`config.mk`:
```
export PLATFORM = sky130hd
export DESIGN_NAME = morse_player
export DESIGN_NICKNAME = d
export VERILOG_FILES = /design/src/rtl/morse_player.sv
export SDC_FILE = /design/constraint.sdc
export NUM_CORES = 1
export LEC_CHECK = 0
export ABC_AREA = 1
export BUFFER_PORTS_ARGS = -buffer_cell sky130_fd_sc_hd__buf_2
export CAP_MARGIN = 10
export CORE_MARGIN = 5
export CORE_UTILIZATION = 30
export CTS_CLUSTER_SIZE = 25
export DETAILED_ROUTE_END_ITERATION = 8
export GPL_TIMING_DRIVEN = 0
export PLACE_DENSITY = 0.45
export SLEW_MARGIN = 20
export SYNTH_ARGS = -nofsm -noshare
export SYNTH_HDL_FRONTEND = slang
export SYNTH_SLANG_ARGS = --single-unit
```
`constraint.sdc`:
```
create_clock -name clock -period 1.45 [get_ports clock]
set_input_delay 0.145 -clock clock [delete_from_list [all_inputs] [get_ports clock]]
set_output_delay 0.145 -clock clock [all_outputs]
set_load 0.05 [all_outputs]
```
`src/rtl/morse_player.sv`:
```
// morse_player
//
// Plays back a packed 10-bit morse word as a timed on/off signal, for example
// to drive an LED or buzzer. The word holds five 2-bit symbols, and the oldest
// symbol is in bits [9:8]. Symbols are played oldest first.
//
// Symbol codes:
//   01 = dot
//   11 = line
//   00 = none, skipped in one cycle
//   10 = none, skipped in one cycle
//
// A dot is a mark of DOT_CYCLES cycles. A line is a mark of 3*DOT_CYCLES
// cycles. Every mark is followed by a low space of DOT_CYCLES cycles. A
// one-cycle done pulse ends the playback.
//
// Ports:
//   clock       system clock, rising edge
//   reset       synchronous reset, active high, overrides everything
//   start       request playback of value; sampled only while idle
//   value       packed word, captured on the accepted start edge
//   signal_out  high during a mark
//   busy        high whenever a playback is in progress (any non-idle state)
//   done        one-cycle pulse after the final symbol and its space

module morse_player #(
    parameter int DOT_CYCLES = 25_000_000
) (
    input  logic       clock,
    input  logic       reset,
    input  logic       start,
    input  logic [9:0] value,
    output logic       signal_out,
    output logic       busy,
    output logic       done
);

    // Wide enough to hold 3*DOT_CYCLES-1 (the line mark reload).
    localparam int CNT_W = $clog2(3 * DOT_CYCLES);
    localparam logic [CNT_W-1:0] DOT_LOAD  = CNT_W'(DOT_CYCLES - 1);
    localparam logic [CNT_W-1:0] LINE_LOAD = CNT_W'(3 * DOT_CYCLES - 1);

    typedef enum logic [2:0] {
        IDLE,
        SCAN,
        MARK,
        SPACE,
        DONE
    } state_t;

    state_t           state_reg;
    logic [9:0]       sh_reg;
    logic [2:0]       n_reg;
    logic [CNT_W-1:0] cnt_reg;
    logic             signal_reg;
    logic             busy_reg;
    logic             done_reg;

    // The outputs are flops. Each one is written together with the state
    // transition that enters or leaves the corresponding state, so it always
    // matches the state register.
    always_ff @(posedge clock) begin
        if (reset) begin
            state_reg  <= IDLE;
            sh_reg     <= '0;
            n_reg      <= '0;
            cnt_reg    <= '0;
            signal_reg <= 1'b0;
            busy_reg   <= 1'b0;
            done_reg   <= 1'b0;
        end else begin
            case (state_reg)
                IDLE: begin
                    if (start) begin
                        sh_reg    <= value;
                        n_reg     <= 3'd5;
                        state_reg <= SCAN;
                        busy_reg  <= 1'b1;
                    end
                end

                SCAN: begin
                    if (n_reg == 3'd0) begin
                        state_reg <= DONE;
                        done_reg  <= 1'b1;
                    end else begin
                        sh_reg <= {sh_reg[7:0], 2'b00};
                        n_reg  <= n_reg - 3'd1;
                        case (sh_reg[9:8])
                            2'b01: begin
                                state_reg  <= MARK;
                                cnt_reg    <= DOT_LOAD;
                                signal_reg <= 1'b1;
                            end
                            2'b11: begin
                                state_reg  <= MARK;
                                cnt_reg    <= LINE_LOAD;
                                signal_reg <= 1'b1;
                            end
                            // None codes: stay in SCAN, so the skipped pair
                            // costs exactly this one cycle.
                            default: ;
                        endcase
                    end
                end

                MARK: begin
                    if (cnt_reg == '0) begin
                        state_reg  <= SPACE;
                        cnt_reg    <= DOT_LOAD;
                        signal_reg <= 1'b0;
                    end else begin
                        cnt_reg <= cnt_reg - 1'b1;
                    end
                end

                SPACE: begin
                    if (cnt_reg == '0) begin
                        state_reg <= SCAN;
                    end else begin
                        cnt_reg <= cnt_reg - 1'b1;
                    end
                end

                DONE: begin
                    state_reg <= IDLE;
                    done_reg  <= 1'b0;
                    busy_reg  <= 1'b0;
                end

                default: begin
                    state_reg  <= IDLE;
                    signal_reg <= 1'b0;
                    busy_reg   <= 1'b0;
                    done_reg   <= 1'b0;
                end
            endcase
        end
    end

    assign signal_out = signal_reg;
    assign busy       = busy_reg;
    assign done       = done_reg;

endmodule

```
==> metrics.cfg <==
[synth]
yosysSeqAreaShare_pct=34.1
syn_inst=427
netlist_area_um2=2700
syn_nets=444
synth_cell_types=29
synth_warnings=0
synth_area_per_cell_um2=6.33
ys_ff_latch=46

[place]
hpwl_um=5660
postPlaceCellArea_um2=2950
io_buffers=15
place.gp.congestion=0.802
post-place-ws_ns=-0.435

[global_routing]
grt_pass1_wl_um=13700
grt_max_degree=18
antenna_found_initial=0
grt_pass1_vias=2796
grt_use_total_pct=15.1
grt-ovfl-total=0

[worst_setup_path]
arrival_ns=2.03
reg2reg_from=n_reg[1]
required_ns=1.70
crit_fanout=7
r2r_slack_ns=-0.33
crit_path_start_kind=flip-flop
path_cells=inv_2 > ha_4 > inv_4 > nor2_4 > o21ai_2 > nand2_2 > nor2_4 > nand2_4 > inv_4 > buf_8 > buf_12 > nand3b_1 > a21oi_1
reg2reg_depth=13
crit_type=flip-flop to flip-flop
end_kind=flip-flop
r2r_end=cnt_reg[10]
cpPeakStageDelay_ns=0.35
slowest_stage=dfxtp_2

[floorplan]
die_h_um=105
die_x_um=105
core_area_um2=8760
row_count=34
start_util_pct=30.8
die-area_um2=11000
boundaryPins=16

[final_layout]
multi_input_area_um2=1750
final_cell_mix=nand2_1, inv_1, nor2_1, buf_4, nand3_1
area_growth_pct=41.7
fin_area_um2=3830
fillers=946
drive_above_1_share_pct=35.4
n_antenna_cell=0
fin_nets=513
regArea_um2=961
largest_register_ff_count=27
layout_commonest_cell=nand2_1

[sta]
post-route-period-util_pct=123
finalSetupViolCount=43
finalSetupTns_ns=-10.88
hold_viol_final=0
worstMarginPinSlew_ns=0.597
relSlewSlack_pct=60.2
fin_skew_ns=0.00670
layout_setup_ws_ns=-0.330
finalMaxSlewViolations=0
grt_setup_unrepaired=true
hold_slack_ns=0.0690
finalCriticalPeriod_ns=1.78
timing.fmax_mhz=562

[cts]
numCtsBuffers=5
cts_tree=done
h-tree-depth=2
cts_sinks=46
clock_latency_ns=0.31
clockRootBuffer=clkbuf_8
clk_pin_slew_worst_paths_ns=0.11
clk_path_buf_depth=2

[power_and_ir_drop]
p_leak_nw=1.80
power_density_nw_per_um2=2680
peakVddDrop_mv=1.04

[worst_hold_path]
whs_path_depth=3
hold_path_end=sh_reg[0]
min_from=value[0]
holdCritPathClass=input port to flip-flop

[routing]
totalWireLength_um=8440
drc=0
vias=2890
first_iter_violations=83
detail-route-antenna-nets=0
viasPerCell=4.78
wl_per_cell_um=13.9
first_pass_iters=4

[flow_run]
cap_violations=0

[status]
violations=negative setup slack
status=finished with violations

## logic make-up (layout without fill, tap and decap cells)
kind of cell	after synthesis	count (layout)	share of synthesized area [%]
DFF	46	46	34.1
and+or+nand+nor	253	253	42.1
AOI/OAI and AO/OA	50	50	10.3
xor gates and xnor gates	2	2	0.649
buffers and inverters	72	142	11.0
adders and majority gates	4	4	1.85
## cells in the mapped netlist
cell type | n | area share, %
nor2_2 | 7 | 1.6
xor2_1 | 2 | 0.65
buf_6 | 2 | 0.83
o21ai_1 | 1 | 0.19
dfxtp_1 | 46 | 34
ha_1 | 4 | 1.9
buf_4 | 2 | 0.56
a21oi_4 | 1 | 0.60
buf_2 | 3 | 0.56
nor2_4 | 4 | 1.7
buf_1 | 1 | 0.14
nand2_2 | 3 | 0.69
or2_2 | 1 | 0.23
inv_2 | 4 | 0.56
nand3b_1 | 2 | 0.56
nand3_1 | 35 | 6.5
nand4_1 | 21 | 4.9
clkbuf_1 | 4 | 0.56
inv_1 | 56 | 7.8
o21ai_2 | 1 | 0.32
nor2_1 | 61 | 8.5
o21ai_0 | 20 | 3.7
nand4_4 | 1 | 0.79
o21bai_1 | 1 | 0.28
a31oi_1 | 8 | 1.9
nand3_2 | 1 | 0.37
nor3_1 | 3 | 0.56
nand2_1 | 114 | 16
a21oi_1 | 18 | 3.3
## worst max-delay path by stage
stage                startpoint           to  slack, ns  cells after the start
global route         cnt_reg[7]  cnt_reg[25]      -0.45                     10
CTS                  cnt_reg[0]   cnt_reg[6]      -0.31                     11
floorplan              n_reg[0]  cnt_reg[15]      -0.09                     15
detailed placement  cnt_reg[22]  cnt_reg[17]      -0.44                     10
global placement    cnt_reg[22]   cnt_reg[8]      -0.42                     10
finish                 n_reg[1]  cnt_reg[10]      -0.33                     13
## critical path: cells and delay by family (launching register included)
kind                       cells  cell delay, ns
and+or+nand+nor                5            0.51
adders and majority gates      1            0.15
DFF                            1            0.35
buffers and inverters          5            0.42
AOI/OAI and AO/OA              2            0.27
## final cells by class
cell class / instances / area share [%]
inverter: 60 / 6.14
tap: 108 / 3.53
clock inverter: 3 / 0.752
buffer: 11 / 2.52
multi-input combinational: 309 / 45.8
clock buffer: 5 / 1.80
sequential: 46 / 25.1
timing repair buffer: 63 / 14.4
## stage by stage
stage               utilization (%)  power [mW]  instances
floorplan                         -        5.60        427
global placement               33.6        6.68        550
detailed placement             33.6        6.70        550
CTS                            40.1        9.08        591
global route                   43.7        11.1        605
finish                         43.7        10.3        605
## repair_timing
action / CTS / global route
endpoints found under the setup margin: 43 / 43
pin swaps: 27 / 17
hold buffers: 0 / 0
gates resized for setup: 75 / 56
cloned: 1 / 2
buffers inserted: 32 / 13
## per-layer routing
| metal | part of all wire [%] | GRT usage [%] |
|---|---|---|
| met5 | 0 | 0 |
| met3 | 2.9 | 2.59 |
| met4 | 1.5 | 4.66 |
| met1 | 46 | 19.5 |
| met2 | 49 | 25.7 |
## power by group
| group | total, mW | internal, mW | switching [mW] |
|---|---|---|---|
| Sequential | 2.28 | 1.79 | 0.488 |
| Clock | 0.913 | 0.363 | 0.551 |
| Combinational | 7.08 | 3.20 | 3.88 |
(Power assumes the default switching activity.)
